File: config.mk
export PLATFORM = sky130hd
export DESIGN_NAME = dist_sort_sched_flat
export DESIGN_NICKNAME = d
export VERILOG_FILES = /design/src/rtl/dist_sort_pkg.sv /design/src/rtl/dist_sort_sched_if.sv /design/src/rtl/dist_sort_tag_fifo.sv /design/src/rtl/dist_sort_sched.sv /design/src/flat_wrapper.sv
export SDC_FILE = /design/constraint.sdc
export NUM_CORES = 1
export LEC_CHECK = 0
export CORE_AREA = 2 2 334 336
export DETAILED_ROUTE_END_ITERATION = 7
export DIE_AREA = 0 0 336 338
export GPL_ROUTABILITY_DRIVEN = 0
export PLACE_DENSITY = 0.61
export REMOVE_ABC_BUFFERS = 1
export SLEW_MARGIN = 20
export SYNTH_ARGS = -nofsm -noshare
export SYNTH_HDL_FRONTEND = slang
export SYNTH_SLANG_ARGS = --single-unit
File: constraint.sdc
create_clock -name clk -period 7.97 [get_ports clk]
set_clock_uncertainty 0.05 [all_clocks]
set_input_delay 1.594 -clock clk [delete_from_list [all_inputs] [get_ports clk]]
set_output_delay 1.594 -clock clk [all_outputs]
set_load 0.05 [all_outputs]
File: src/rtl/dist_sort_pkg.sv
// Shared types and constants for the dist_sort scheduler slice.
package dist_sort_pkg;
   localparam int VEC_W       = 64;
   localparam int BANK_DEPTH  = 8;
   localparam int ADDR_W      = 3;
   localparam int PIPE_STAGES = 4;

   typedef enum logic [1:0] {
      ST_IDLE  = 2'd0,
      ST_RUN   = 2'd1,
      ST_DRAIN = 2'd2
   } state_t;

   // Tag width for a requester index; never narrower than one bit.
   function automatic int tag_width(input int n);
      return (n > 1) ? $clog2(n) : 1;
   endfunction
endpackage

File: src/rtl/dist_sort_sched_if.sv
// Requester / dist_sort / response bus of the scheduler.
// master: requesters plus the dist_sort engine; slave: the scheduler.
interface dist_sort_sched_if
   import dist_sort_pkg::*;
#(
   parameter int NUM_REQ = 2
);
   logic [NUM_REQ-1:0]       req_valid;
   logic [NUM_REQ-1:0]       req_ready;
   logic [NUM_REQ*VEC_W-1:0] req_query;
   logic                     ds_in_valid;
   logic [VEC_W-1:0]         ds_query;
   logic [VEC_W-1:0]         ds_search_0, ds_search_1, ds_search_2, ds_search_3;
   logic [VEC_W-1:0]         ds_search_4, ds_search_5, ds_search_6, ds_search_7;
   logic                     ds_out_valid;
   logic [ADDR_W-1:0]        ds_addr_1st;
   logic [ADDR_W-1:0]        ds_addr_2nd;
   logic [NUM_REQ-1:0]       rsp_valid;
   logic [ADDR_W-1:0]        rsp_addr_1st;
   logic [ADDR_W-1:0]        rsp_addr_2nd;

   modport master (
      output req_valid, req_query, ds_out_valid, ds_addr_1st, ds_addr_2nd,
      input  req_ready, ds_in_valid, ds_query,
             ds_search_0, ds_search_1, ds_search_2, ds_search_3,
             ds_search_4, ds_search_5, ds_search_6, ds_search_7,
             rsp_valid, rsp_addr_1st, rsp_addr_2nd
   );

   modport slave (
      input  req_valid, req_query, ds_out_valid, ds_addr_1st, ds_addr_2nd,
      output req_ready, ds_in_valid, ds_query,
             ds_search_0, ds_search_1, ds_search_2, ds_search_3,
             ds_search_4, ds_search_5, ds_search_6, ds_search_7,
             rsp_valid, rsp_addr_1st, rsp_addr_2nd
   );
endinterface

File: src/rtl/dist_sort_tag_fifo.sv
// In-flight tag FIFO: remembers which requester issued each query so results
// can be routed back in issue order. DEPTH must be a power of two.
module dist_sort_tag_fifo #(
   parameter int DEPTH = 8,
   parameter int WIDTH = 1
) (
   input  logic                     clk,
   input  logic                     rst,
   input  logic                     i_push,
   input  logic [WIDTH-1:0]         i_push_data,
   input  logic                     i_pop,
   output logic [WIDTH-1:0]         o_pop_data,
   output logic                     o_full,
   output logic                     o_empty,
   output logic [$clog2(DEPTH):0]   o_count
);
   localparam int PTR_W = $clog2(DEPTH);

   logic [WIDTH-1:0] r_mem [DEPTH];
   logic [PTR_W-1:0] r_wr_ptr;
   logic [PTR_W-1:0] r_rd_ptr;
   logic [PTR_W:0]   r_count;
   logic             w_push;
   logic             w_pop;

   assign o_full     = (r_count == (PTR_W+1)'(DEPTH));
   assign o_empty    = (r_count == '0);
   assign o_count    = r_count;
   assign o_pop_data = r_mem[r_rd_ptr];
   assign w_push     = i_push & ~o_full;
   assign w_pop      = i_pop & ~o_empty;

   // Storage needs no reset: only entries below the count are ever read.
   always_ff @(posedge clk) begin
      if (w_push) r_mem[r_wr_ptr] <= i_push_data;
   end

   // Pointers wrap by natural overflow; count is unchanged on push+pop.
   always_ff @(posedge clk or negedge rst) begin
      if (!rst) begin
         r_wr_ptr <= '0;
         r_rd_ptr <= '0;
         r_count  <= '0;
      end else begin
         if (w_push) r_wr_ptr <= r_wr_ptr + 1'b1;
         if (w_pop)  r_rd_ptr <= r_rd_ptr + 1'b1;
         case ({w_push, w_pop})
            2'b10:   r_count <= r_count + 1'b1;
            2'b01:   r_count <= r_count - 1'b1;
            default: r_count <= r_count;
         endcase
      end
   end
endmodule

File: src/rtl/dist_sort_sched.sv
// Round-robin query scheduler in front of a pipelined dist_sort engine.
// Optional macro DIST_SORT_SCHED_PERF_EN adds saturating issue/complete counters.
//
// state    | meaning
// ST_IDLE  | stopped; search bank may be written
// ST_RUN   | grants queries while the tag FIFO has room
// ST_DRAIN | no new grants; waits for in-flight results to return
module dist_sort_sched
   import dist_sort_pkg::*;
#(
   parameter int NUM_REQ    = 2,
   parameter int FIFO_DEPTH = 8
) (
   input  logic              clk,
   input  logic              rst,
   input  logic              cfg_start,
   input  logic              cfg_stop,
   input  logic              sv_wr_en,
   input  logic [ADDR_W-1:0] sv_wr_addr,
   input  logic [VEC_W-1:0]  sv_wr_data,
   dist_sort_sched_if.slave  bus,
   output logic              busy,
   output logic [1:0]        err_sticky,
   output logic [31:0]       issued_cnt,
   output logic [31:0]       completed_cnt
);
   localparam int TAG_W = tag_width(NUM_REQ);
   localparam int CNT_W = $clog2(FIFO_DEPTH) + 1;

   state_t              r_state;
   logic [VEC_W-1:0]    r_bank   [BANK_DEPTH];
   logic [VEC_W-1:0]    r_search [BANK_DEPTH];
   logic [TAG_W-1:0]    r_rr_ptr;
   logic                r_ds_in_valid;
   logic [VEC_W-1:0]    r_ds_query;
   logic [NUM_REQ-1:0]  r_rsp_valid;
   logic [ADDR_W-1:0]   r_rsp_addr_1st;
   logic [ADDR_W-1:0]   r_rsp_addr_2nd;
   logic [1:0]          r_err;

   logic                w_found;
   logic [TAG_W-1:0]    w_win;
   logic [TAG_W-1:0]    w_idx;
   logic                w_hs;
   logic                w_route;
   logic                w_fifo_full;
   logic                w_fifo_empty;
   logic [TAG_W-1:0]    w_pop_tag;
   logic [CNT_W-1:0]    w_fifo_count;

   // Round-robin search starting at the pointer.
   always_comb begin
      w_found = 1'b0;
      w_win   = '0;
      w_idx   = '0;
      for (int k = 0; k < NUM_REQ; k++) begin
         w_idx = TAG_W'((int'(r_rr_ptr) + k) % NUM_REQ);
         if (!w_found && bus.req_valid[w_idx]) begin
            w_found = 1'b1;
            w_win   = w_idx;
         end
      end
   end

   assign w_hs          = (r_state == ST_RUN) && !w_fifo_full && w_found;
   assign bus.req_ready = w_hs ? (NUM_REQ'(1) << w_win) : '0;
   assign w_route       = bus.ds_out_valid && !w_fifo_empty;

   dist_sort_tag_fifo #(
      .DEPTH (FIFO_DEPTH),
      .WIDTH (TAG_W)
   ) u_tag_fifo (
      .clk         (clk),
      .rst         (rst),
      .i_push      (w_hs),
      .i_push_data (w_win),
      .i_pop       (bus.ds_out_valid),
      .o_pop_data  (w_pop_tag),
      .o_full      (w_fifo_full),
      .o_empty     (w_fifo_empty),
      .o_count     (w_fifo_count)
   );

   // Control FSM.
   always_ff @(posedge clk or negedge rst) begin
      if (!rst) begin
         r_state <= ST_IDLE;
      end else begin
         case (r_state)
            ST_IDLE:  if (cfg_start) r_state <= ST_RUN;
            ST_RUN:   if (cfg_stop)  r_state <= ST_DRAIN;
            ST_DRAIN: if (w_fifo_count == '0) r_state <= ST_IDLE;
            default:  r_state <= ST_IDLE;
         endcase
      end
   end

   // Search bank, writable only while idle, and its registered copy to dist_sort.
   always_ff @(posedge clk or negedge rst) begin
      if (!rst) begin
         for (int k = 0; k < BANK_DEPTH; k++) begin
            r_bank[k]   <= '0;
            r_search[k] <= '0;
         end
      end else begin
         if (sv_wr_en && r_state == ST_IDLE) r_bank[sv_wr_addr] <= sv_wr_data;
         for (int k = 0; k < BANK_DEPTH; k++) r_search[k] <= r_bank[k];
      end
   end

   // Sticky errors: dropped bank write, result with nothing in flight.
   always_ff @(posedge clk or negedge rst) begin
      if (!rst) begin
         r_err <= '0;
      end else begin
         if (sv_wr_en && r_state != ST_IDLE)    r_err[0] <= 1'b1;
         if (bus.ds_out_valid && w_fifo_empty) r_err[1] <= 1'b1;
      end
   end

   // Pointer moves past the winner only when a grant is taken.
   always_ff @(posedge clk or negedge rst) begin
      if (!rst) begin
         r_rr_ptr <= '0;
      end else if (w_hs) begin
         r_rr_ptr <= (int'(w_win) == NUM_REQ - 1) ? '0 : w_win + 1'b1;
      end
   end

   // Issue the granted query to dist_sort one cycle after the handshake.
   always_ff @(posedge clk or negedge rst) begin
      if (!rst) begin
         r_ds_in_valid <= 1'b0;
         r_ds_query    <= '0;
      end else begin
         r_ds_in_valid <= w_hs;
         if (w_hs) r_ds_query <= bus.req_query[w_win*VEC_W +: VEC_W];
      end
   end

   // Route each result to the requester at the head of the tag FIFO.
   always_ff @(posedge clk or negedge rst) begin
      if (!rst) begin
         r_rsp_valid    <= '0;
         r_rsp_addr_1st <= '0;
         r_rsp_addr_2nd <= '0;
      end else begin
         r_rsp_valid <= w_route ? (NUM_REQ'(1) << w_pop_tag) : '0;
         if (w_route) begin
            r_rsp_addr_1st <= bus.ds_addr_1st;
            r_rsp_addr_2nd <= bus.ds_addr_2nd;
         end
      end
   end

   assign bus.ds_in_valid  = r_ds_in_valid;
   assign bus.ds_query     = r_ds_query;
   assign bus.ds_search_0  = r_search[0];
   assign bus.ds_search_1  = r_search[1];
   assign bus.ds_search_2  = r_search[2];
   assign bus.ds_search_3  = r_search[3];
   assign bus.ds_search_4  = r_search[4];
   assign bus.ds_search_5  = r_search[5];
   assign bus.ds_search_6  = r_search[6];
   assign bus.ds_search_7  = r_search[7];
   assign bus.rsp_valid    = r_rsp_valid;
   assign bus.rsp_addr_1st = r_rsp_addr_1st;
   assign bus.rsp_addr_2nd = r_rsp_addr_2nd;
   assign busy             = (r_state != ST_IDLE);
   assign err_sticky       = r_err;

`ifdef DIST_SORT_SCHED_PERF_EN
   logic [31:0] r_issued;
   logic [31:0] r_completed;

   // Saturating performance counters.
   always_ff @(posedge clk or negedge rst) begin
      if (!rst) begin
         r_issued    <= '0;
         r_completed <= '0;
      end else begin
         if (w_hs && r_issued != '1)       r_issued    <= r_issued + 32'd1;
         if (w_route && r_completed != '1) r_completed <= r_completed + 32'd1;
      end
   end

   assign issued_cnt    = r_issued;
   assign completed_cnt = r_completed;
`else
   assign issued_cnt    = '0;
   assign completed_cnt = '0;
`endif
endmodule

File: src/flat_wrapper.sv
// flat-port wrapper written by rule: the top's interface ports become plain ports
module dist_sort_sched_flat import dist_sort_pkg::*;
#(
   parameter int NUM_REQ    = 2,
   parameter int FIFO_DEPTH = 8
)
  (clk, rst, cfg_start, cfg_stop, sv_wr_en, sv_wr_addr, sv_wr_data, busy, err_sticky, issued_cnt, completed_cnt, bus_req_valid, bus_req_query, bus_ds_out_valid, bus_ds_addr_1st, bus_ds_addr_2nd, bus_req_ready, bus_ds_in_valid, bus_ds_query, bus_ds_search_0, bus_ds_search_1, bus_ds_search_2, bus_ds_search_3, bus_ds_search_4, bus_ds_search_5, bus_ds_search_6, bus_ds_search_7, bus_rsp_valid, bus_rsp_addr_1st, bus_rsp_addr_2nd);
  dist_sort_sched_if #(.NUM_REQ(NUM_REQ)) bus_i ();
  input  logic clk;
  input  logic rst;
  input  logic cfg_start;
  input  logic cfg_stop;
  input  logic sv_wr_en;
  input  logic [ADDR_W-1:0] sv_wr_addr;
  input  logic [VEC_W-1:0] sv_wr_data;
  output logic busy;
  output logic [1:0] err_sticky;
  output logic [31:0] issued_cnt;
  output logic [31:0] completed_cnt;
  input wire logic [$bits(bus_i.req_valid)-1:0] bus_req_valid;
  input wire logic [$bits(bus_i.req_query)-1:0] bus_req_query;
  input wire logic [$bits(bus_i.ds_out_valid)-1:0] bus_ds_out_valid;
  input wire logic [$bits(bus_i.ds_addr_1st)-1:0] bus_ds_addr_1st;
  input wire logic [$bits(bus_i.ds_addr_2nd)-1:0] bus_ds_addr_2nd;
  output wire logic [$bits(bus_i.req_ready)-1:0] bus_req_ready;
  output wire logic [$bits(bus_i.ds_in_valid)-1:0] bus_ds_in_valid;
  output wire logic [$bits(bus_i.ds_query)-1:0] bus_ds_query;
  output wire logic [$bits(bus_i.ds_search_0)-1:0] bus_ds_search_0;
  output wire logic [$bits(bus_i.ds_search_1)-1:0] bus_ds_search_1;
  output wire logic [$bits(bus_i.ds_search_2)-1:0] bus_ds_search_2;
  output wire logic [$bits(bus_i.ds_search_3)-1:0] bus_ds_search_3;
  output wire logic [$bits(bus_i.ds_search_4)-1:0] bus_ds_search_4;
  output wire logic [$bits(bus_i.ds_search_5)-1:0] bus_ds_search_5;
  output wire logic [$bits(bus_i.ds_search_6)-1:0] bus_ds_search_6;
  output wire logic [$bits(bus_i.ds_search_7)-1:0] bus_ds_search_7;
  output wire logic [$bits(bus_i.rsp_valid)-1:0] bus_rsp_valid;
  output wire logic [$bits(bus_i.rsp_addr_1st)-1:0] bus_rsp_addr_1st;
  output wire logic [$bits(bus_i.rsp_addr_2nd)-1:0] bus_rsp_addr_2nd;
  assign bus_i.req_valid = bus_req_valid;
  assign bus_i.req_query = bus_req_query;
  assign bus_i.ds_out_valid = bus_ds_out_valid;
  assign bus_i.ds_addr_1st = bus_ds_addr_1st;
  assign bus_i.ds_addr_2nd = bus_ds_addr_2nd;
  assign bus_req_ready = bus_i.req_ready;
  assign bus_ds_in_valid = bus_i.ds_in_valid;
  assign bus_ds_query = bus_i.ds_query;
  assign bus_ds_search_0 = bus_i.ds_search_0;
  assign bus_ds_search_1 = bus_i.ds_search_1;
  assign bus_ds_search_2 = bus_i.ds_search_2;
  assign bus_ds_search_3 = bus_i.ds_search_3;
  assign bus_ds_search_4 = bus_i.ds_search_4;
  assign bus_ds_search_5 = bus_i.ds_search_5;
  assign bus_ds_search_6 = bus_i.ds_search_6;
  assign bus_ds_search_7 = bus_i.ds_search_7;
  assign bus_rsp_valid = bus_i.rsp_valid;
  assign bus_rsp_addr_1st = bus_i.rsp_addr_1st;
  assign bus_rsp_addr_2nd = bus_i.rsp_addr_2nd;
  dist_sort_sched #(.NUM_REQ(NUM_REQ), .FIFO_DEPTH(FIFO_DEPTH)) u_core (.clk(clk), .rst(rst), .cfg_start(cfg_start), .cfg_stop(cfg_stop), .sv_wr_en(sv_wr_en), .sv_wr_addr(sv_wr_addr), .sv_wr_data(sv_wr_data), .bus(bus_i), .busy(busy), .err_sticky(err_sticky), .issued_cnt(issued_cnt), .completed_cnt(completed_cnt));
endmodule
==> results by group, run 1 <==
Critical path
  – Critical setup path kind: input pin to output port
  – Cell-by-cell trace of the critical path: clkdlybuf4s50_1, o21a_2, nor2b_1, clkdlybuf4s50_1
  – Worst-path cell with the longest stage delay: sky130_fd_sc_hd__clkdlybuf4s50_1
  – Cell occurring most often along the worst timing path: sky130_fd_sc_hd__clkdlybuf4s50_1
  – Largest stage delay on the critical path: 0.93 ns
  – Crit path arrival time: 3.54 ns
  – Worst Path Buf+Inv: 2
  – Reg2Reg Setup Slack: 4.82 ns
  – Critical path required time: 6.33 ns
  – Startpoint of the worst register-to-register path: u_core.u_tag_fifo.o_count[1]$_DFFE_PN0P_
  – Cells on worst reg2reg path: 10
  – Terminus of the critical flop-to-flop path: u_core.u_tag_fifo.o_count[2]$_DFFE_PN0P_
  – Max Fanout on Critical Path: 5
  – Family with the most delay on the worst path: buffers and inverters
  – Worst setup SP type: input pin
  – Crit. End Element: output port

Timing
  – RSZ-0062 raised after global routing: false
  – Max-slew violation total from the final report: 0
  – Share of the cycle needed by the critical path after routing: 65.0%
  – Number of hold-slack violations in the final timing report: 0
  – Tightest Pin Transition: 1.04 ns
  – Setup violation total in the final timing report: 0
  – Relative slew slack: 30.7%
  – Setup_tns: 0 ns
  – Final critical delay including setup and external delays: 5.18 ns
  – Highest Clock Rate: 193 MHz

Global routing
  – Vias in the first global route: 20400
  – Initial antenna violation count: 6
  – Maximum number of pins on one net before global-route repair: 176
  – First-pass GRT wire length: 135 mm
  – Global Route Usage Sum: 16.0%
  – Sum of overflow across all layers after global routing: 0

Clocking
  – Number of buffers inserted by hold repair at cts: 0
  – Clock root buffer master: sky130_fd_sc_hd__clkbuf_16
  – Number of clock sinks: 1120
  – Max clock buf depth: 3
  – Total clock buffers created by CTS: 112
  – Post-CTS setup repair buffer count: 0
  – Clock tree from TritonCTS: yes
  – Cells resized by post-CTS repair: 0
  – Htree depth: 3
  – Clock latency at the later pin of the worst-skew pair: 0.69 ns
  – Clk slew on worst S/H paths: 0.06 ns

Cells and area
  – Area delta synth->final: 35.9%
  – Most common library cell in the layout ignoring fill and taps: sky130_fd_sc_hd__dfrtp_1
  – Summed area of non-filler cells in the final layout: 49800 um^2
  – Fill cell total of the finished layout: 9669
  – Layout cell share with drive strength beyond 1: 24.3%
  – Most used cells in the layout excluding fill and tap cells: 1112 x sky130_fd_sc_hd__dfrtp_1, 797 x sky130_fd_sc_hd__clkdlybuf4s50_1, 509 x sky130_fd_sc_hd__mux2_2
  – Final #Nets: 3139

Synthesis
  – Number of synthesis warnings: 0
  – Number of synthesized flops with an enable pin: 8
  – Main flop type after synthesis: sky130_fd_sc_hd__dfrtp_1
  – Area share of the leading cell type in the synthesized netlist: 75.9%
  – Cell types occupying the most area after synthesis: sky130_fd_sc_hd__dfrtp_1 76%, sky130_fd_sc_hd__mux2_2 16%, sky130_fd_sc_hd__buf_4 1.3%, sky130_fd_sc_hd__a22oi_1 1.3%, sky130_fd_sc_hd__nand2_1 0.93%
  – Async S/R FF share, synth: 99.3%
  – Number of unique standard cell types used by synthesis: 44
  – Synth Cell Area: 36600 um^2
  – Cell accounting for the most synthesized area: sky130_fd_sc_hd__dfrtp_1
  – Gate Count Post-Synth: 2072
  – Total of flip-flops plus latches after synthesis: 1120
  – Post-synthesis sequential area ratio: 76.6%
  – Average instance area after synthesis: 17.7 um^2

Routing
  – DRC: 0
  – Final wirelength: 91.6 mm
  – Detail-routed net length per standard cell: 20.3 um
  – 1st-iter DRT viols: 917
  – Via density per instance: 4.38
  – DR pass1 iterations: 4
  – DR vias: 19800
  – Final antenna-violating net count: 0

Hold path
  – Number of cells on the worst hold path: 0
  – Min-Delay Endpoint: u_core.bus.ds_search_4[54]$_DFF_PN0_
  – Worst min-delay path category: flip-flop to flip-flop
  – Start point of the worst min-delay path: u_core.r_bank[246]$_DFFE_PN0P_

Die
  – Initial standard-cell utilization of the core: 33.3%
  – I/O pin count: 863
  – Horizontal die dimension: 336 um
  – Number of rows in the core area: 122
  – Area of the core: 110000 um^2
  – Die area: 114000 um^2
  – Vertical die dimension: 338 um

Placement
  – Instance area after placement: 45900 um^2
  – HPWL Detailed: 60.5 mm
  – Count of buffers inserted at the top-level ports: 798

Job
  – Maxcap violations: 0

Run status
  – Status: complete, no violations
-- stage by stage --
stage                     hold WS [ns]  worst slack, ns  instances  utilization [%]
after floorplan                  0.297             2.59       1990                -
after global placement           0.303             2.74       4299             41.7
after detailed placement         0.304             2.74       4299             41.7
after CTS                        0.268             2.74       4504             45.2
after global routing             0.294             2.71       4508             45.2
final                            0.276             2.79       4509             45.2
-- worst register-to-register path, stage by stage, from the launching register on --
cell and delay [ns]:
sky130_fd_sc_hd__dfrtp_1 0.45, sky130_fd_sc_hd__nor4_1 0.48, sky130_fd_sc_hd__nand2b_1 0.44, sky130_fd_sc_hd__clkinv_1 0.42, sky130_fd_sc_hd__ha_1 0.39, sky130_fd_sc_hd__xor2_1 0.17
sky130_fd_sc_hd__ha_1 0.19, sky130_fd_sc_hd__a21oi_1 0.14, sky130_fd_sc_hd__xor2_1 0.15, sky130_fd_sc_hd__nor2_1 0.06, sky130_fd_sc_hd__xor2_1 0.14
-- how the worst max path moves through the flow --
stage / cells past startpoint / slack, ns / to / startpoint
after floorplan: 3 / 2.59 / bus_req_ready[1] / bus_req_valid[0]
after global placement: 4 / 2.74 / bus_req_ready[1] / bus_req_valid[1]
after detailed placement: 4 / 2.74 / bus_req_ready[1] / bus_req_valid[1]
after CTS: 4 / 2.74 / bus_req_ready[1] / bus_req_valid[1]
after global routing: 4 / 2.71 / bus_req_ready[1] / bus_req_valid[1]
final: 4 / 2.79 / bus_req_ready[1] / bus_req_valid[1]
-- logic make-up (layout without fill, tap and decap cells) --
| family | Yosys count | count (layout) | share of synthesized area (%) |
|---|---|---|---|
| DFF | 1120 | 1120 | 76.6 |
| muxes | 518 | 518 | 16.0 |
| buffers and inverters | 151 | 1032 | 3.02 |
| AOI/OAI and AO/OA | 136 | 136 | 2.35 |
| and+or+nand+nor | 132 | 132 | 1.69 |
| xor gates and xnor gates | 9 | 9 | 0.215 |
| adders and majority gates | 5 | 5 | 0.171 |
| other | 1 | 69 | 0.0102 |
-- cell type report --
| cell class | count | area (um^2) | share of cell area, % |
|---|---|---|---|
| clock inverters | 42 | 522 | 1.05 |
| well taps | 1488 | 1860 | 3.74 |
| multi-input cells | 864 | 7770 | 15.6 |
| diodes | 5 | 12.5 | 0.0251 |
| repair buffers | 821 | 8230 | 16.5 |
| clock buffers | 163 | 3320 | 6.66 |
| flip-flops and latches | 1120 | 28100 | 56.4 |
| inverters | 6 | 22.5 | 0.0452 |
-- synthesized netlist by cell type, types with 2 or more instances --
cell type,n
sky130_fd_sc_hd__xnor2_1,6
sky130_fd_sc_hd__inv_1,5
sky130_fd_sc_hd__nand2_1,91
sky130_fd_sc_hd__nor4_1,4
sky130_fd_sc_hd__edfxtp_1,8
sky130_fd_sc_hd__ha_1,5
sky130_fd_sc_hd__nand2_2,3
sky130_fd_sc_hd__nand2b_1,3
sky130_fd_sc_hd__mux2_2,509
sky130_fd_sc_hd__mux4_2,2
sky130_fd_sc_hd__mux2_1,5
sky130_fd_sc_hd__o21ai_0,64
sky130_fd_sc_hd__buf_2,31
sky130_fd_sc_hd__mux2i_1,2
sky130_fd_sc_hd__nor3_1,4
sky130_fd_sc_hd__nor4b_1,6
sky130_fd_sc_hd__clkbuf_1,22
sky130_fd_sc_hd__xor2_1,3
sky130_fd_sc_hd__a21oi_1,2
sky130_fd_sc_hd__a21o_1,2
sky130_fd_sc_hd__nor2b_1,3
sky130_fd_sc_hd__buf_6,19
sky130_fd_sc_hd__nor2_1,8
sky130_fd_sc_hd__buf_4,65
sky130_fd_sc_hd__dfrtp_1,1112
sky130_fd_sc_hd__buf_12,7
sky130_fd_sc_hd__a22oi_1,64
-- state kept, by name, indices dropped and copies added, names as in the netlist, 4 cells and up --
signal	flops
u_core.r_bank	512
u_core.bus.ds_query	64
u_core.bus.ds_search_0	64
u_core.bus.ds_search_1	64
u_core.bus.ds_search_2	64
u_core.bus.ds_search_3	64
u_core.bus.ds_search_4	64
u_core.bus.ds_search_5	64
u_core.bus.ds_search_6	64
u_core.bus.ds_search_7	64
u_core.u_tag_fifo.r_mem	8
u_core.u_tag_fifo.o_count	4
-- per-layer routing --
metal | part of all wire (%) | track usage (%)
met5 | 0 | 0
met3 | 7.1 | 4.64
met4 | 3.3 | 6.59
met2 | 49 | 26.4
met1 | 40 | 19.7
Power of run 1 is not shown: default switching activity piles up to over one toggle a cycle in this logic, so the estimate is an artifact.
==> run 2: changes to the inputs <==
--- a/config.mk
+++ b/config.mk
@@ -9,7 +9,7 @@
 export DETAILED_ROUTE_END_ITERATION = 7
 export DIE_AREA = 0 0 336 338
 export GPL_ROUTABILITY_DRIVEN = 0
-export PLACE_DENSITY = 0.61
+export PLACE_DENSITY = 0.63
 export REMOVE_ABC_BUFFERS = 1
 export SLEW_MARGIN = 20
 export SYNTH_ARGS = -nofsm -noshare
==> constraint.sdc (replaced) <==
create_clock -name clk -period 4.6 [get_ports clk]
set_clock_uncertainty 0.05 [all_clocks]
set_input_delay 0.92 -clock clk [delete_from_list [all_inputs] [get_ports clk]]
set_output_delay 0.92 -clock clk [all_outputs]
set_load 0.05 [all_outputs]
==> run 2 against run 1 <==
Net effect:
- design area is 0.68% higher
- register-to-register slack got worse by 3.4 ns
- critical endpoint unchanged
- worst hold slack got worse by 0.0085 ns
- die area unchanged
- cell count rose by 0.58%
- non-clock buffer count rose by 27
- first-iteration DRC count shrank 8.2%
==> results by group, run 2 (synthesis results as in run 1) <==
Die
  – I/O pin count: 863 (unchanged)
  – Area of the core: 110000 um^2 (unchanged)
  – Initial standard-cell utilization of the core: 33.3% (unchanged)
  – Horizontal die dimension: 336 um (unchanged)
  – Vertical die dimension: 338 um (unchanged)
  – Die area: 114000 um^2 (unchanged)
  – Number of rows in the core area: 122 (unchanged)

Pwr
  – Power density relative to cell area: 897 nW/um^2
  – Static Leakage: 22.2 nW
  – Design Power: 0.0450 W
  – IR drop worst, VDD: 0.000493 V

Critical path
  – Startpoint of the worst register-to-register path: u_core.u_tag_fifo.o_count[1]$_DFFE_PN0P_ (unchanged)
  – Cells on worst reg2reg path: 10 (unchanged)
  – Crit. End Element: output port (unchanged)
  – Worst setup SP type: input pin (unchanged)
  – Critical setup path kind: input pin to output port (unchanged)
  – Crit path arrival time: 2.80 ns (was 3.54 ns)
  – Max Fanout on Critical Path: 12 (was 5)
  – Critical path required time: 3.63 ns (was 6.33 ns)
  – Reg2Reg Setup Slack: 1.39 ns (was 4.82 ns)
  – Terminus of the critical flop-to-flop path: u_core.u_tag_fifo.o_count[2]$_DFFE_PN0P_ (unchanged)

Cells and area
  – Max FFs per register: 512 (unchanged)
  – Summed area of non-filler cells in the final layout: 50100 um^2 (was 49800 um^2)
  – Reg with most FFs: u_core.r_bank (unchanged)
  – Area delta synth->final: 36.8% (was 35.9%)
  – Layout cell share with drive strength beyond 1: 24.7% (was 24.3%)
  – Most common library cell in the layout ignoring fill and taps: sky130_fd_sc_hd__dfrtp_1 (unchanged)
  – Most used cells in the layout excluding fill and tap cells: 1112 x sky130_fd_sc_hd__dfrtp_1, 797 x sky130_fd_sc_hd__clkdlybuf4s50_1, 509 x sky130_fd_sc_hd__mux2_2 (unchanged)
  – Fill cell total of the finished layout: 9694 (was 9669)
  – Final #Nets: 3165 (was 3139)

Clocking
  – Number of clock sinks: 1120 (unchanged)
  – Number of buffers inserted by hold repair at cts: 0 (unchanged)
  – Cells resized by post-CTS repair: 0 (unchanged)
  – Clock latency at the later pin of the worst-skew pair: 0.70 ns (was 0.69 ns)
  – Clock root buffer master: sky130_fd_sc_hd__clkbuf_16 (unchanged)
  – Htree depth: 3 (unchanged)
  – Clock tree from TritonCTS: yes (unchanged)
  – Clk slew on worst S/H paths: 0.06 ns (about the same)
  – Max clock buf depth: 3 (unchanged)
  – Total clock buffers created by CTS: 111 (was 112)
  – Post-CTS setup repair buffer count: 0 (unchanged)

Routing
  – 1st-iter DRT viols: 842 (was 917)
  – Amount of wire on met2 after detailed routing: 47.2 mm (was 45.0 mm)
  – DRC: 0 (unchanged)
  – Sum of met3 wire segment lengths after detailed routing: 6.82 mm (was 6.53 mm)
  – Top Layer Used: met4 (unchanged)
  – Metal-1 WL: 37.3 mm (was 37.1 mm)
  – DR pass1 iterations: 4 (unchanged)
  – DR vias: 20100 (was 19800)
  – Final antenna-violating net count: 0 (unchanged)
  – Detail-routed net length per standard cell: 20.8 um (was 20.3 um)
  – Final wirelength: 94.3 mm (was 91.6 mm)
  – Via density per instance: 4.43 (was 4.38)

Run status
  – Status: complete, no violations (unchanged)

Timing
  – Relative slew slack: 31.4% (was 30.7%)
  – Final critical delay including setup and external delays: 3.77 ns
  – RSZ-0062 raised after global routing: false (unchanged)
  – Setup_tns: 0 ns (unchanged)
  – Number of hold-slack violations in the final timing report: 0 (unchanged)
  – Share of the cycle needed by the critical path after routing: 81.9%
  – Setup slack after layout: 0.832 ns (was 2.79 ns)
  – Tightest Pin Transition: 1.03 ns (was 1.04 ns)
  – Highest Clock Rate: 265 MHz
  – Setup violation total in the final timing report: 0 (unchanged)
  – Max-slew violation total from the final report: 0 (unchanged)
  – Final-layout worst hold slack: 0.268 ns (was 0.276 ns)

Placement
  – Count of buffers inserted at the top-level ports: 798 (unchanged)
  – HPWL Detailed: 64.3 mm (was 60.5 mm)
  – Instance area after placement: 46400 um^2 (was 45900 um^2)
  – Pre-CTS worst setup slack: 0.827 ns (was 2.74 ns)

Hold path
  – Start point of the worst min-delay path: u_core.r_bank[358]$_DFFE_PN0P_ (was u_core.r_bank[246]$_DFFE_PN0P_)
  – Number of cells on the worst hold path: 0 (unchanged)
  – Min-Delay Endpoint: u_core.bus.ds_search_2[38]$_DFF_PN0_ (was u_core.bus.ds_search_4[54]$_DFF_PN0_)
  – Worst min-delay path category: flip-flop to flip-flop (unchanged)

Global routing
  – Sum of overflow across all layers after global routing: 0 (unchanged)
  – First-pass GRT wire length: 139 mm (was 135 mm)
  – Vias in the first global route: 21100 (was 20400)
  – Maximum number of pins on one net before global-route repair: 96 (was 176)
  – Initial antenna violation count: 7 (was 6)
  – Global Route Usage Sum: 16.5% (was 16.0%)

Job
  – Maxcap violations: 0 (unchanged)
==> run 2: metrics by stage <==
stage               instances  utilization [%]
floorplan                1990                -
global placement         4326             42.1
detailed placement       4326             42.1
CTS                      4529             45.5
global route             4533             45.6
finish                   4535             45.6
==> run 2: per-layer routing <==
| layer | GRT usage [%] | vias to the layer above |
|---|---|---|
| met4 | 6.32 | 0 |
| met5 | 0 | - |
| met3 | 4.77 | 145 |
| met2 | 27.8 | 678 |
| li1 | - | 8788 |
| met1 | 20.1 | 10500 |
==> run 2: worst max-delay path: stages <==
cell,delay [ns]
sky130_fd_sc_hd__clkdlybuf4s50_1,0.57
sky130_fd_sc_hd__o21a_2,0.31
sky130_fd_sc_hd__nor2b_1,0.17
sky130_fd_sc_hd__clkdlybuf4s50_1,0.83
==> run 2: worst max-delay path by stage <==
| stage | start | to |
|---|---|---|
| after floorplan | bus_req_valid[0] | bus_req_ready[1] |
| after global placement | bus_req_valid[0] | bus_req_ready[0] |
| after detailed placement | bus_req_valid[1] | bus_req_ready[1] |
| after CTS | bus_req_valid[1] | bus_req_ready[1] |
| after global routing | bus_req_valid[1] | bus_req_ready[1] |
| final | bus_req_valid[1] | bus_req_ready[1] |
==> run 2: layout make-up <==
type	instances	area, um^2	share of cell area [%]
flip-flops and latches	1120	28100	56.0
clock inverters	43	567	1.13
multi-input cells	864	7770	15.5
clock buffers	160	3200	6.39
repair buffers	848	8630	17.2
inverters	6	22.5	0.0449
well taps	1488	1860	3.71
diodes	6	15.0	0.0299
==> run 2: power by group <==
| group | switching (W) | internal (W) |
|---|---|---|
| Combinational | 0.0124 | 0.00639 |
| Clock | 0.00384 | 0.00532 |
| Sequential | 0.00226 | 0.0148 |
| Total | 0.0185 | 0.0265 |
Power figures use the tool's default switching activity.
==> run 3: changes to the inputs <==
==> constraint.sdc (replaced) <==
create_clock -name clk -period 3.14 [get_ports clk]
set_clock_uncertainty 0.05 [all_clocks]
set_input_delay 0.628 -clock clk [delete_from_list [all_inputs] [get_ports clk]]
set_output_delay 0.628 -clock clk [all_outputs]
set_load 0.05 [all_outputs]
==> run 3 against run 2 <==
Net effect:
- first-iteration DRC count up 3.2%
- design area up 0.64%
- wire length about the same
- clock power up 50%
- highest routed layer unchanged
==> results by group, run 3 (synthesis results as in run 1) <==
Die
  – Horizontal die dimension: 336 um (unchanged)
  – Vertical die dimension: 338 um (unchanged)
  – Number of rows in the core area: 122 (unchanged)
  – Initial standard-cell utilization of the core: 33.3% (unchanged)
  – Die area: 114000 um^2 (unchanged)
  – Area of the core: 110000 um^2 (unchanged)
  – I/O pin count: 863 (unchanged)

Cells and area
  – Layout cell share with drive strength beyond 1: 25.2% (was 24.7%)
  – Most used cells in the layout excluding fill and tap cells: 1112 x sky130_fd_sc_hd__dfrtp_1, 795 x sky130_fd_sc_hd__clkdlybuf4s50_1, 509 x sky130_fd_sc_hd__mux2_2 (was 1112 x sky130_fd_sc_hd__dfrtp_1, 797 x sky130_fd_sc_hd__clkdlybuf4s50_1, 509 x sky130_fd_sc_hd__mux2_2)
  – Most common library cell in the layout ignoring fill and taps: sky130_fd_sc_hd__dfrtp_1 (unchanged)
  – Area delta synth->final: 37.7% (was 36.8%)
  – Max FFs per register: 512 (unchanged)
  – Final #Nets: 3173 (was 3165)
  – Core occupancy in the finished layout: 45.8% (was 45.6%)
  – Reg with most FFs: u_core.r_bank (unchanged)

Global routing
  – Maximum number of pins on one net before global-route repair: 80 (was 96)
  – Initial antenna violation count: 7 (unchanged)
  – Sum of overflow across all layers after global routing: 0 (unchanged)
  – Vias in the first global route: 21100 (about the same)
  – Global Route Usage Sum: 16.4% (was 16.5%)
  – First-pass GRT wire length: 138 mm (was 139 mm)

Routing
  – DR vias: 20100 (about the same)
  – Via density per instance: 4.41 (was 4.43)
  – 1st-iter DRT viols: 869 (was 842)
  – DR pass1 iterations: 6 (was 4)
  – Final antenna-violating net count: 0 (unchanged)
  – DRC: 0 (unchanged)
  – Detail-routed net length per standard cell: 20.7 um (was 20.8 um)
  – Final wirelength: 94.2 mm (was 94.3 mm)

Timing
  – Highest Clock Rate: 358 MHz
  – Tightest Pin Transition: 0.830 ns (was 1.03 ns)
  – Setup violation total in the final timing report: 0 (unchanged)
  – Relative slew slack: 44.7% (was 31.4%)
  – Final critical delay including setup and external delays: 2.79 ns
  – Max-slew violation total from the final report: 0 (unchanged)
  – Number of hold-slack violations in the final timing report: 0 (unchanged)
  – RSZ-0062 raised after global routing: false (unchanged)
  – Share of the cycle needed by the critical path after routing: 89.0%
  – Setup slack after layout: 0.347 ns (was 0.832 ns)

Clocking
  – Max clock buf depth: 3 (unchanged)
  – Post-CTS setup repair buffer count: 0 (unchanged)
  – Clock latency at the later pin of the worst-skew pair: 0.69 ns (was 0.70 ns)
  – Total clock buffers created by CTS: 111 (unchanged)
  – Number of clock sinks: 1120 (unchanged)
  – Clock root buffer master: sky130_fd_sc_hd__clkbuf_16 (unchanged)
  – Htree depth: 3 (unchanged)
  – Clock tree from TritonCTS: yes (unchanged)
  – Clk slew on worst S/H paths: 0.06 ns (about the same)

Critical path
  – Critical path required time: 2.46 ns (was 3.63 ns)
  – Terminus of the critical flop-to-flop path: u_core.u_tag_fifo.o_count[2]$_DFFE_PN0P_ (unchanged)
  – Critical setup path kind: flip-flop to output port (was input pin to output port)
  – Cells on worst reg2reg path: 10 (unchanged)
  – Max Fanout on Critical Path: 5 (was 12)
  – Startpoint of the worst register-to-register path: u_core.u_tag_fifo.o_count[1]$_DFFE_PN0P_ (unchanged)
  – Crit path arrival time: 2.12 ns (was 2.80 ns)
  – Family with the most delay on the worst path: buffers and inverters (unchanged)
  – Worst Path Buf+Inv: 1 (was 2)
  – Largest stage delay on the critical path: 0.72 ns (was 0.83 ns)
  – Crit. End Element: output port (unchanged)
  – Cell-by-cell trace of the critical path: or2_4, clkdlybuf4s50_1 (was clkdlybuf4s50_1, o21a_2, nor2b_1, clkdlybuf4s50_1)
  – Reg2Reg Setup Slack: 0.66 ns (was 1.39 ns)
  – Worst setup SP type: flip-flop (was input pin)
  – Worst-path cell with the longest stage delay: sky130_fd_sc_hd__clkdlybuf4s50_1 (unchanged)

Job
  – Maxcap violations: 0 (unchanged)

Pwr
  – Design Power: 0.0664 W (was 0.0450 W)
  – Power density relative to cell area: 1320 nW/um^2 (was 897 nW/um^2)
  – Static Leakage: 22.3 nW (was 22.2 nW)
  – IR drop worst, VDD: 0.000715 V (was 0.000493 V)

Placement
  – Pre-CTS worst setup slack: 0.197 ns (was 0.827 ns)
  – Count of buffers inserted at the top-level ports: 798 (unchanged)
  – HPWL Detailed: 64.5 mm (was 64.3 mm)

Hold path
  – Start point of the worst min-delay path: u_core.r_bank[196]$_DFFE_PN0P_ (was u_core.r_bank[358]$_DFFE_PN0P_)
  – Number of cells on the worst hold path: 0 (unchanged)
  – Min-Delay Endpoint: u_core.bus.ds_search_4[4]$_DFF_PN0_ (was u_core.bus.ds_search_2[38]$_DFF_PN0_)
  – Worst min-delay path category: flip-flop to flip-flop (unchanged)

Run status
  – Status: complete, no violations (unchanged)
-- run 3: cell count changes in the layout (fill, tap and decap cells not counted), moves of 3 or more --
cell / change
sky130_fd_sc_hd__buf_12: +12
sky130_fd_sc_hd__buf_4: -3
sky130_fd_sc_hd__bufinv_16: +4
sky130_fd_sc_hd__clkbuf_1: -6
sky130_fd_sc_hd__clkinv_2: +4
sky130_fd_sc_hd__clkinvlp_4: -3
sky130_fd_sc_hd__diode_2: -3
-- run 3: repair_timing --
action	CTS	global route
gates resized for setup	0	0
endpoints found under the hold margin	35	0
hold buffers	1	0
-- run 3: routing by layer --
layer,part of all wire [%],up-vias,track usage [%]
met5,0,-,0
met4,2.8,0,5.74
met3,7.7,149,5.02
met2,50,699,27.8
met1,39,10400,19.7
li1,-,8784,-
-- run 3: final cells by class --
class	instances	area [um^2]
flip-flops and latches	1120	28100
inverters	6	22.5
clock buffers	155	3180
fillers	9645	59600
repair buffers	856	8840
well taps	1488	1860
clock inverters	52	709
diodes	3	7.51
multi-input cells	864	7770
-- run 3: where the power goes --
| group | leakage, nW | switching, W | total, W | internal [W] |
|---|---|---|---|---|
| clock | 1.92 | 0.00565 | 0.0138 | 0.00812 |
| combinational | 6.74 | 0.0182 | 0.0276 | 0.00941 |
| sequential | 13.7 | 0.00337 | 0.0250 | 0.0216 |
| total | 22.3 | 0.0272 | 0.0664 | 0.0392 |
-- run 3: worst max path at each step --
| stage | cells past startpoint | from | end |
|---|---|---|---|
| after floorplan | 4 | bus_req_valid[0] | u_core.bus.ds_query[0]$_DFFE_PN0N_ |
| after global placement | 10 | bus_req_valid[1] | u_core.u_tag_fifo.o_count[2]$_DFFE_PN0P_ |
| after detailed placement | 10 | bus_req_valid[0] | u_core.u_tag_fifo.o_count[2]$_DFFE_PN0P_ |
| after CTS | 2 | u_core.r_state[1]$_DFFE_PN0P_ | busy |
| after global routing | 2 | u_core.r_state[0]$_DFFE_PN0P_ | busy |
| final | 2 | u_core.r_state[0]$_DFFE_PN0P_ | busy |
-- run 3: worst register-to-register path: cells and delay by family (launching register included) --
kind                     cells  cell delay [ns]
adder cells (fa/ha/maj)      2             0.41
AND/OR/NAND/NOR              3             0.73
XOR/XNOR                     3             0.45
buffers and inverters        1             0.12
AO/OA/AOI/OAI                1             0.14
flip-flops                   1             0.46
-- run 3: metrics by stage --
stage | std cells | TNS (ns) | area [um^2] | hold slack [ns]
floorplan | 1990 | -22.84 | 35800 | 0.282
global placement | 4333 | 0 | 46500 | 0.302
detailed placement | 4333 | 0 | 46500 | 0.304
CTS | 4541 | 0 | 50500 | 0.275
global route | 4542 | 0 | 50500 | 0.292
finish | 4544 | 0 | 50500 | 0.283
